--- config.mk ---
export PLATFORM = sky130hd
export DESIGN_NAME = timer_entry
export DESIGN_NICKNAME = d
export VERILOG_FILES = /design/src/rtl/timer_pkg.sv /design/src/rtl/timer_entry_bcd_shift_buffer.sv /design/src/rtl/timer_entry.sv
export SDC_FILE = /design/constraint.sdc
export NUM_CORES = 1
export LEC_CHECK = 0
export ABC_CLOCK_PERIOD_IN_PS = 4000
export CAP_MARGIN = 30
export CORE_UTILIZATION = 53
export CTS_BUF_LIST = sky130_fd_sc_hd__clkbuf_4 sky130_fd_sc_hd__clkbuf_8
export CTS_CLUSTER_SIZE = 28
export DETAILED_ROUTE_END_ITERATION = 10
export GPL_ROUTABILITY_DRIVEN = 0
export PLACE_DENSITY = 0.86
export SYNTH_ARGS = -nofsm -noshare
export SYNTH_HDL_FRONTEND = slang
export SYNTH_SLANG_ARGS = --single-unit
--- constraint.sdc ---
create_clock -name clk -period 4 [get_ports clk]
set_input_delay 1 -clock clk [delete_from_list [all_inputs] [get_ports clk]]
set_output_delay 1 -clock clk [all_outputs]
set_load 0.01 [all_outputs]
--- src/rtl/timer_pkg.sv ---
// Shared constants and state encoding for the keypad timer entry stage.
package timer_pkg;

  localparam logic [3:0] KEY_CLEAR    = 4'hA;
  localparam logic [3:0] KEY_START    = 4'hB;
  localparam logic [3:0] MAX_SEC_TENS = 4'd5;

  typedef enum logic [1:0] {
    ST_IDLE  = 2'd0,
    ST_ENTRY = 2'd1,
    ST_LOAD  = 2'd2,
    ST_ARMED = 2'd3
  } state_t;

  function automatic logic is_digit(input logic [3:0] k);
    return k <= 4'd9;
  endfunction

endpackage

--- src/rtl/timer_entry_bcd_shift_buffer.sv ---
// Four-digit BCD shift buffer with digit count; new digits enter at sec_units.
module bcd_shift_buffer #(
  parameter int MAX_DIGITS = 4
) (
  input  logic       clk,
  input  logic       clrn,
  input  logic       clr,
  input  logic       shift,
  input  logic [3:0] din,
  output logic [3:0] sec_units,
  output logic [3:0] sec_tens,
  output logic [3:0] min_units,
  output logic [3:0] min_tens,
  output logic [2:0] count
);

  // Shift in a digit while not full; clear or reset empties the buffer.
  always_ff @(posedge clk) begin
    if (!clrn || clr) begin
      sec_units <= '0;
      sec_tens  <= '0;
      min_units <= '0;
      min_tens  <= '0;
      count     <= '0;
    end else if (shift && (count < 3'(MAX_DIGITS))) begin
      min_tens  <= min_units;
      min_units <= sec_tens;
      sec_tens  <= sec_units;
      sec_units <= din;
      count     <= count + 3'd1;
    end
  end

endmodule

--- src/rtl/timer_entry.sv ---
// Keypad entry stage: collects MM:SS digits, validates, and loads the countdown.
module timer_entry
  import timer_pkg::*;
#(
  parameter int KEY_W      = 4,
  parameter int MAX_DIGITS = 4
) (
  input  logic             clk,
  input  logic             clrn,
  input  logic             key_valid,
  input  logic [KEY_W-1:0] key_code,
  input  logic             running,
  output logic [3:0]       sec_units,
  output logic [3:0]       sec_tens,
  output logic [3:0]       min_units,
  output logic [3:0]       min_tens,
  output logic             loadn,
  output logic             start,
  output logic             abort,
  output logic             entry_error,
  output logic [2:0]       digit_count
);

  state_t state, state_nxt;
  logic   loadn_nxt, start_nxt, abort_nxt, err_nxt;
  logic   run_prev, run_prev_nxt;
  logic   buf_clr, buf_shift;
  logic   key_digit, key_clr, key_start, run_fall, time_bad;

  assign key_digit = key_valid && is_digit(key_code[3:0]);
  assign key_clr   = key_valid && (key_code == KEY_W'(KEY_CLEAR));
  assign key_start = key_valid && (key_code == KEY_W'(KEY_START));
  assign time_bad  = (sec_tens > MAX_SEC_TENS) ||
                     ({min_tens, min_units, sec_tens, sec_units} == '0);

  // Completion is only watched after the start pulse, so the pre-start low
  // level of running is never mistaken for a falling edge.
  assign run_fall     = (state == ST_ARMED) && !start && run_prev && !running;
  assign run_prev_nxt = ((state == ST_ARMED) && !start) ? running : 1'b0;

  bcd_shift_buffer #(.MAX_DIGITS(MAX_DIGITS)) u_buf (
    .clk       (clk),
    .clrn      (clrn),
    .clr       (buf_clr),
    .shift     (buf_shift),
    .din       (key_code[3:0]),
    .sec_units (sec_units),
    .sec_tens  (sec_tens),
    .min_units (min_units),
    .min_tens  (min_tens),
    .count     (digit_count)
  );

  // State and registered strobe outputs.
  always_ff @(posedge clk) begin
    if (!clrn) begin
      state       <= ST_IDLE;
      loadn       <= 1'b1;
      start       <= 1'b0;
      abort       <= 1'b0;
      entry_error <= 1'b0;
      run_prev    <= 1'b0;
    end else begin
      state       <= state_nxt;
      loadn       <= loadn_nxt;
      start       <= start_nxt;
      abort       <= abort_nxt;
      entry_error <= err_nxt;
      run_prev    <= run_prev_nxt;
    end
  end

  // Next-state, next-strobe and buffer control decode.
  always_comb begin
    state_nxt = state;
    loadn_nxt = 1'b1;
    start_nxt = 1'b0;
    abort_nxt = 1'b0;
    err_nxt   = 1'b0;
    buf_clr   = 1'b0;
    buf_shift = 1'b0;
    unique case (state)
      ST_IDLE, ST_ENTRY: begin
        if (key_digit) begin
          if (digit_count < 3'(MAX_DIGITS)) begin
            buf_shift = 1'b1;
            state_nxt = ST_ENTRY;
          end
        end else if (key_clr) begin
          buf_clr   = 1'b1;
          state_nxt = ST_IDLE;
        end else if (key_start && (state == ST_ENTRY)) begin
          if (time_bad) begin
            err_nxt   = 1'b1;
            buf_clr   = 1'b1;
            state_nxt = ST_IDLE;
          end else begin
            loadn_nxt = 1'b0;
            state_nxt = ST_LOAD;
          end
        end
      end
      ST_LOAD: begin
        start_nxt = 1'b1;
        state_nxt = ST_ARMED;
      end
      ST_ARMED: begin
        if (key_clr) begin
          abort_nxt = 1'b1;
          buf_clr   = 1'b1;
          state_nxt = ST_IDLE;
        end else if (run_fall) begin
          buf_clr   = 1'b1;
          state_nxt = ST_IDLE;
        end
      end
      default: state_nxt = ST_IDLE;
    endcase
  end

endmodule

* After elaboration in Yosys (flattened, before gate mapping)
Cells that the tools add are included.
Operators by class: $add $sub $neg 1, equality and inequality tests 8, reductions and logical operators 21, bitwise logic cells 3, mux-type cells 20, $lt $le $gt $ge 3
Operator list (number):
- $logic_not 16->1 | 1
- $mux 2 | 7
- $mux 1 | 11
- $eq 4x4->1 const B | 2
- $logic_and 1x1->1 | 8
- $ne 3x3->1 const B | 2
- $pmux 2 s3 | 1
- $reduce_or 5->1 | 1
- $eq 2x2->1 const B | 2
- $gt 4x3->1 const B | 1
- $le 4x4->1 const B | 1
- $ne 4x4->1 const B | 1
- $reduce_and 2->1 | 2
- $reduce_or 4->1 | 1
- $add 3x1->3 const B | 1
- $logic_not 1->1 | 3
- $lt 3x3->1 const B | 1
- $not 1->1 | 3
- $reduce_and 3->1 | 1
- $eq 2x1->1 const B | 1
- $logic_not 2->1 | 1
- $logic_or 1x1->1 | 2
- $pmux 1 s2 | 1
- $reduce_or 2->1 | 1
Storage, ports and cells: register bits after elaboration 26, logic and storage cells 67, input bits 8, output and inout bits 23

* Depth between registers and ports, before layout
depth after elaboration 8, depth in mapped cells 6, depth with buffers taken out 4

* By module
From an unflattened synthesis, not the netlist that was laid out.
Unflattened totals: cells, all modules 132, area, all modules 1189.9 um^2
Modules (own cells, without submodules):
- bcd_shift_buffer | sequential area each 380.4 um^2, cells an instance 84, times used 1, area each 768.2 um^2
- timer_entry | sequential area each 140.1 um^2, cells an instance 48, times used 1, area each 421.7 um^2

* Worst setup path after synthesis
Ideal clock, no wire load.
kind input to register, start input key_code[2], end register state[1], stages 4, buffers on the path 0, path slack 1.866 ns, library setup time 0.086 ns, required time 3.914 ns, arrival 2.047 ns, path through and3b_2 > nand4_4 > a221o_2 > a221oi_2
On the way: word-level cells in the longest chain between the ends 5, elaborated cells on any way between the ends 15, classes of those cells 1 x order compare; 5 x eq/ne; 4 x mux; 5 x reduce/logical
Ends and longest elaborated chain:
- start: declaration | RTL line timer_entry.sv:11 | input logic [KEY_W-1:0] key_code,
- branches (longest 5 deep; another with $le 4x4->1)
- end signal: assignment | RTL line timer_entry.sv:64 | state <= state_nxt;
- end: declaration | RTL line timer_entry.sv:24 | state_t state, state_nxt;
Parallel ways; which one is timed is not known. A chain may end at the register's enable or synchronous reset.

* Worst setup path after layout
start input key_valid, end register u_buf.sec_units[2]
On the way: word-level cells in the longest chain between the ends 7, elaborated cells on any way between the ends 13, classes of those cells 7 x mux; 6 x reduce/logical
Ends and longest elaborated chain:
- start: declaration | RTL line timer_entry.sv:10 | input logic key_valid,
- $logic_and 1x1->1 | RTL line timer_entry.sv:32 | assign key_start = key_valid && (key_code == KEY_W'(KEY_START));
- $logic_and 1x1->1 | RTL line timer_entry.sv:92 | end else if (key_start && (state == ST_ENTRY)) begin
- $mux 1 | RTL line timer_entry.sv:92
- $mux 1 | RTL line timer_entry.sv:89 | end else if (key_clr) begin
- $mux 1 | RTL line timer_entry.sv:84 | if (key_digit) begin
- $pmux 1 s2 | RTL line timer_entry.sv:82 | unique case (state)
- $logic_or 1x1->1 | RTL line timer_entry_bcd_shift_buffer.sv:19 | if (!clrn || clr) begin
- end signal: assignment | RTL line timer_entry_bcd_shift_buffer.sv:29 | sec_units <= din;
- end: declaration | RTL line timer_entry_bcd_shift_buffer.sv:10 | output logic [3:0] sec_units,
Parallel ways exist; a longest one is shown, timed or not.

==> run metrics <==
clock power share 26.6%; sequential area share after synthesis 45.4%; Avg WL per Cell 15.2 microns; CP Max Fanout 19; clk_skew 0.00173 ns; proportion of netlist area held by the largest area contributor 45.4%; cell taking the most area after synthesis dfxtp_1; EDFF count, synth 0; hold path start start; vias in the first global route 934; drt first-iter violations 31; Skew-Pair Late Insertion Delay 0.32 ns; PD cells 329 nW/um^2; top cells by area, synth dfxtp_1, mux2i_1, nor3_1; chip height 48.5 microns; Yosys warnings 0; switch share 26.1%; cell row count 16; Reg area 520 sq um; worst slew pin tran 0.851 ns; ANT cells 0; Fin. Hold Viols 0; synth unique cells 31; worst hold path type reg -> reg; WS Path Type in -> reg; share of cells above drive strength 1 8.97%; async set or reset register ratio after synthesis 0%; Slew headroom 43.1%; Main synth FF type dfxtp_1; Setup Viol. Count Final 0; Root Driver clkbuf_4; total CTS buffers 3; share of total power in combinational logic 17.1%; P&R area growth vs syn 30.9%; Port Buffers 30; DRT Wirelength 2620 microns; vias per cell 5.76; minimum clock period 2.60 ns; CP Data Required Time 4.19 ns; Reg2Reg Launch Point u_buf.min_tens[2]; fmax 385 MHz; Pins Over Slew Limit 0; Max clock buf depth 2; P_leak 0.000545 uW; Fin Setup TNS 0 ns; die area 2350 sq um; CP endpoint kind flop; flops & latches, synth 26; initial antenna violation count 0; DP Cell Count 168; Initial DRT Pass Iterations 4; GRT Resource Usage Total 24.8%; Via Count 990; fillers 152; DRC 0; post-synth net total 123; H-tree depth 1; nets@finish 155; run status completed; syn_area_per_cell 10.1 sq um; Max Cap Viol 0; area of the multi-input gates 583 sq um; switching pwr 129 uW; CTS resizes 0; WP data arrival 2.79 ns; clock-pin slew on the worst setup and hold paths 0.13 ns; IO Pins 31; first-pass GRT wire length 4490 microns; Final Cycle Share 65.0%; clk sinks 26; CP Launch Type input pin; DRT antenna net count 0; largest net degree at the start of global routing 20; Seq pwr share 56.2%; hpwl dp 1910 microns; post-route insts no fill 172; synthesized netlist cell count 114; Worst VDD drop 0.365 mV; RSZ-0062 raised after global routing no; post-CTS setup buffers 0; initial core utilization 57.2%; core box area 2000 sq um; Power Internal 365 uW; Die W 48.5 microns; Critical Path Source key_valid; gr ovfl total 0; hold_buf cts 0; Synth Cell Area 1150 sq um; CTS tree done
==> cell usage in the layout, fill, tap and decap left out, drive strengths merged, types with 4 or more instances in the layout <==
cell type / synthesis / routed
clkbuf: 0 / 4
nand2: 5 / 5
nor4: 4 / 4
nor3: 21 / 21
dfxtp: 26 / 26
inv: 5 / 5
mux2i: 18 / 18
clkdlybuf4s50: 0 / 30
nor2: 4 / 4
a21oi: 4 / 4
==> registers in the layout, summed over array words and instances (netlist names) <==
register,count
abort,1
entry_error,1
loadn,1
run_prev,1
start,1
state,2
u_buf.count,3
u_buf.min_tens,4
u_buf.min_units,4
u_buf.sec_tens,4
u_buf.sec_units,4
==> per-layer routing <==
| metal | GRT usage, % | routed length (microns) | up-vias |
|---|---|---|---|
| met5 | 0 | 0 | - |
| met4 | 10.8 | 47 | 0 |
| met3 | 5.03 | 117 | 5 |
| met2 | 41.3 | 1310 | 27 |
| met1 | 31.2 | 1140 | 472 |
| li1 | - | - | 486 |
==> worst paths after layout <==
| kind | to | slack (ns) | cells past startpoint |
|---|---|---|---|
| setup / recovery | u_buf.sec_units[2] | 1.40 | 5 |
| hold / removal | run_prev | 0.46 | 1 |
| setup reg to reg | u_buf.sec_units[2] | 2.25 | 4 |
| hold reg to reg | run_prev | 0.46 | 1 |
==> metrics by stage <==
stage | power [uW] | utilization (%) | worst slack, ns | hold slack (ns) | area [sq um]
after floorplan | 335 | - | 1.87 | 0.483 | 1150
after global placement | 364 | 73.1 | 1.21 | 0.428 | 1460
after detailed placement | 367 | 73.1 | 1.07 | 0.450 | 1460
after CTS | 496 | 74.9 | 1.43 | 0.470 | 1500
after global routing | 520 | 74.9 | 1.27 | 0.522 | 1500
final | 494 | 74.9 | 1.40 | 0.460 | 1500
==> Yosys cell counts (2+ instances only) <==
library cell,number
mux2i_1,18
and2b_1,2
nor4_1,4
nor2_1,4
buf_2,2
inv_1,5
nor3_1,21
a211oi_1,2
a21oi_1,3
nor3b_1,2
nand3_1,2
dfxtp_1,26
nand2_1,5
==> layout make-up <==
type                       instances  area share [%]
tap                               27            2.25
timing repair buffer              31            20.5
inverter                           5            1.25
clock buffer                       4            2.42
sequential                        26            34.7
multi-input combinational         79            38.9
==> critical path, stage by stage <==
cell             delay (ns)
clkdlybuf4s50_1        0.55
nor2b_1                0.29
a21oi_1                0.13
o211ai_2               0.68
nor3_1                 0.13
==> power by group through the flow <==
stage | logic (uW) | clock network (uW) | registers, uW
after floorplan | 50.9 | 0 | 284
after global placement | 81.2 | 0 | 283
after detailed placement | 83.8 | 0 | 283
after CTS | 84.4 | 134 | 278
after global routing | 91.1 | 149 | 279
final | 84.7 | 131 | 278
==> cells by family (layout without fill, tap and decap cells) <==
kind of cell	count (synthesis)	count (layout)	synth area share, %
simple gates	46	46	22.8
flops	26	26	45.4
mux	18	18	15.7
compound gates	13	13	10.0
buf+inv	9	40	4.15
fa+ha+maj	1	1	1.09
xor+xnor	1	1	0.764
Power figures use the tool's default switching activity.
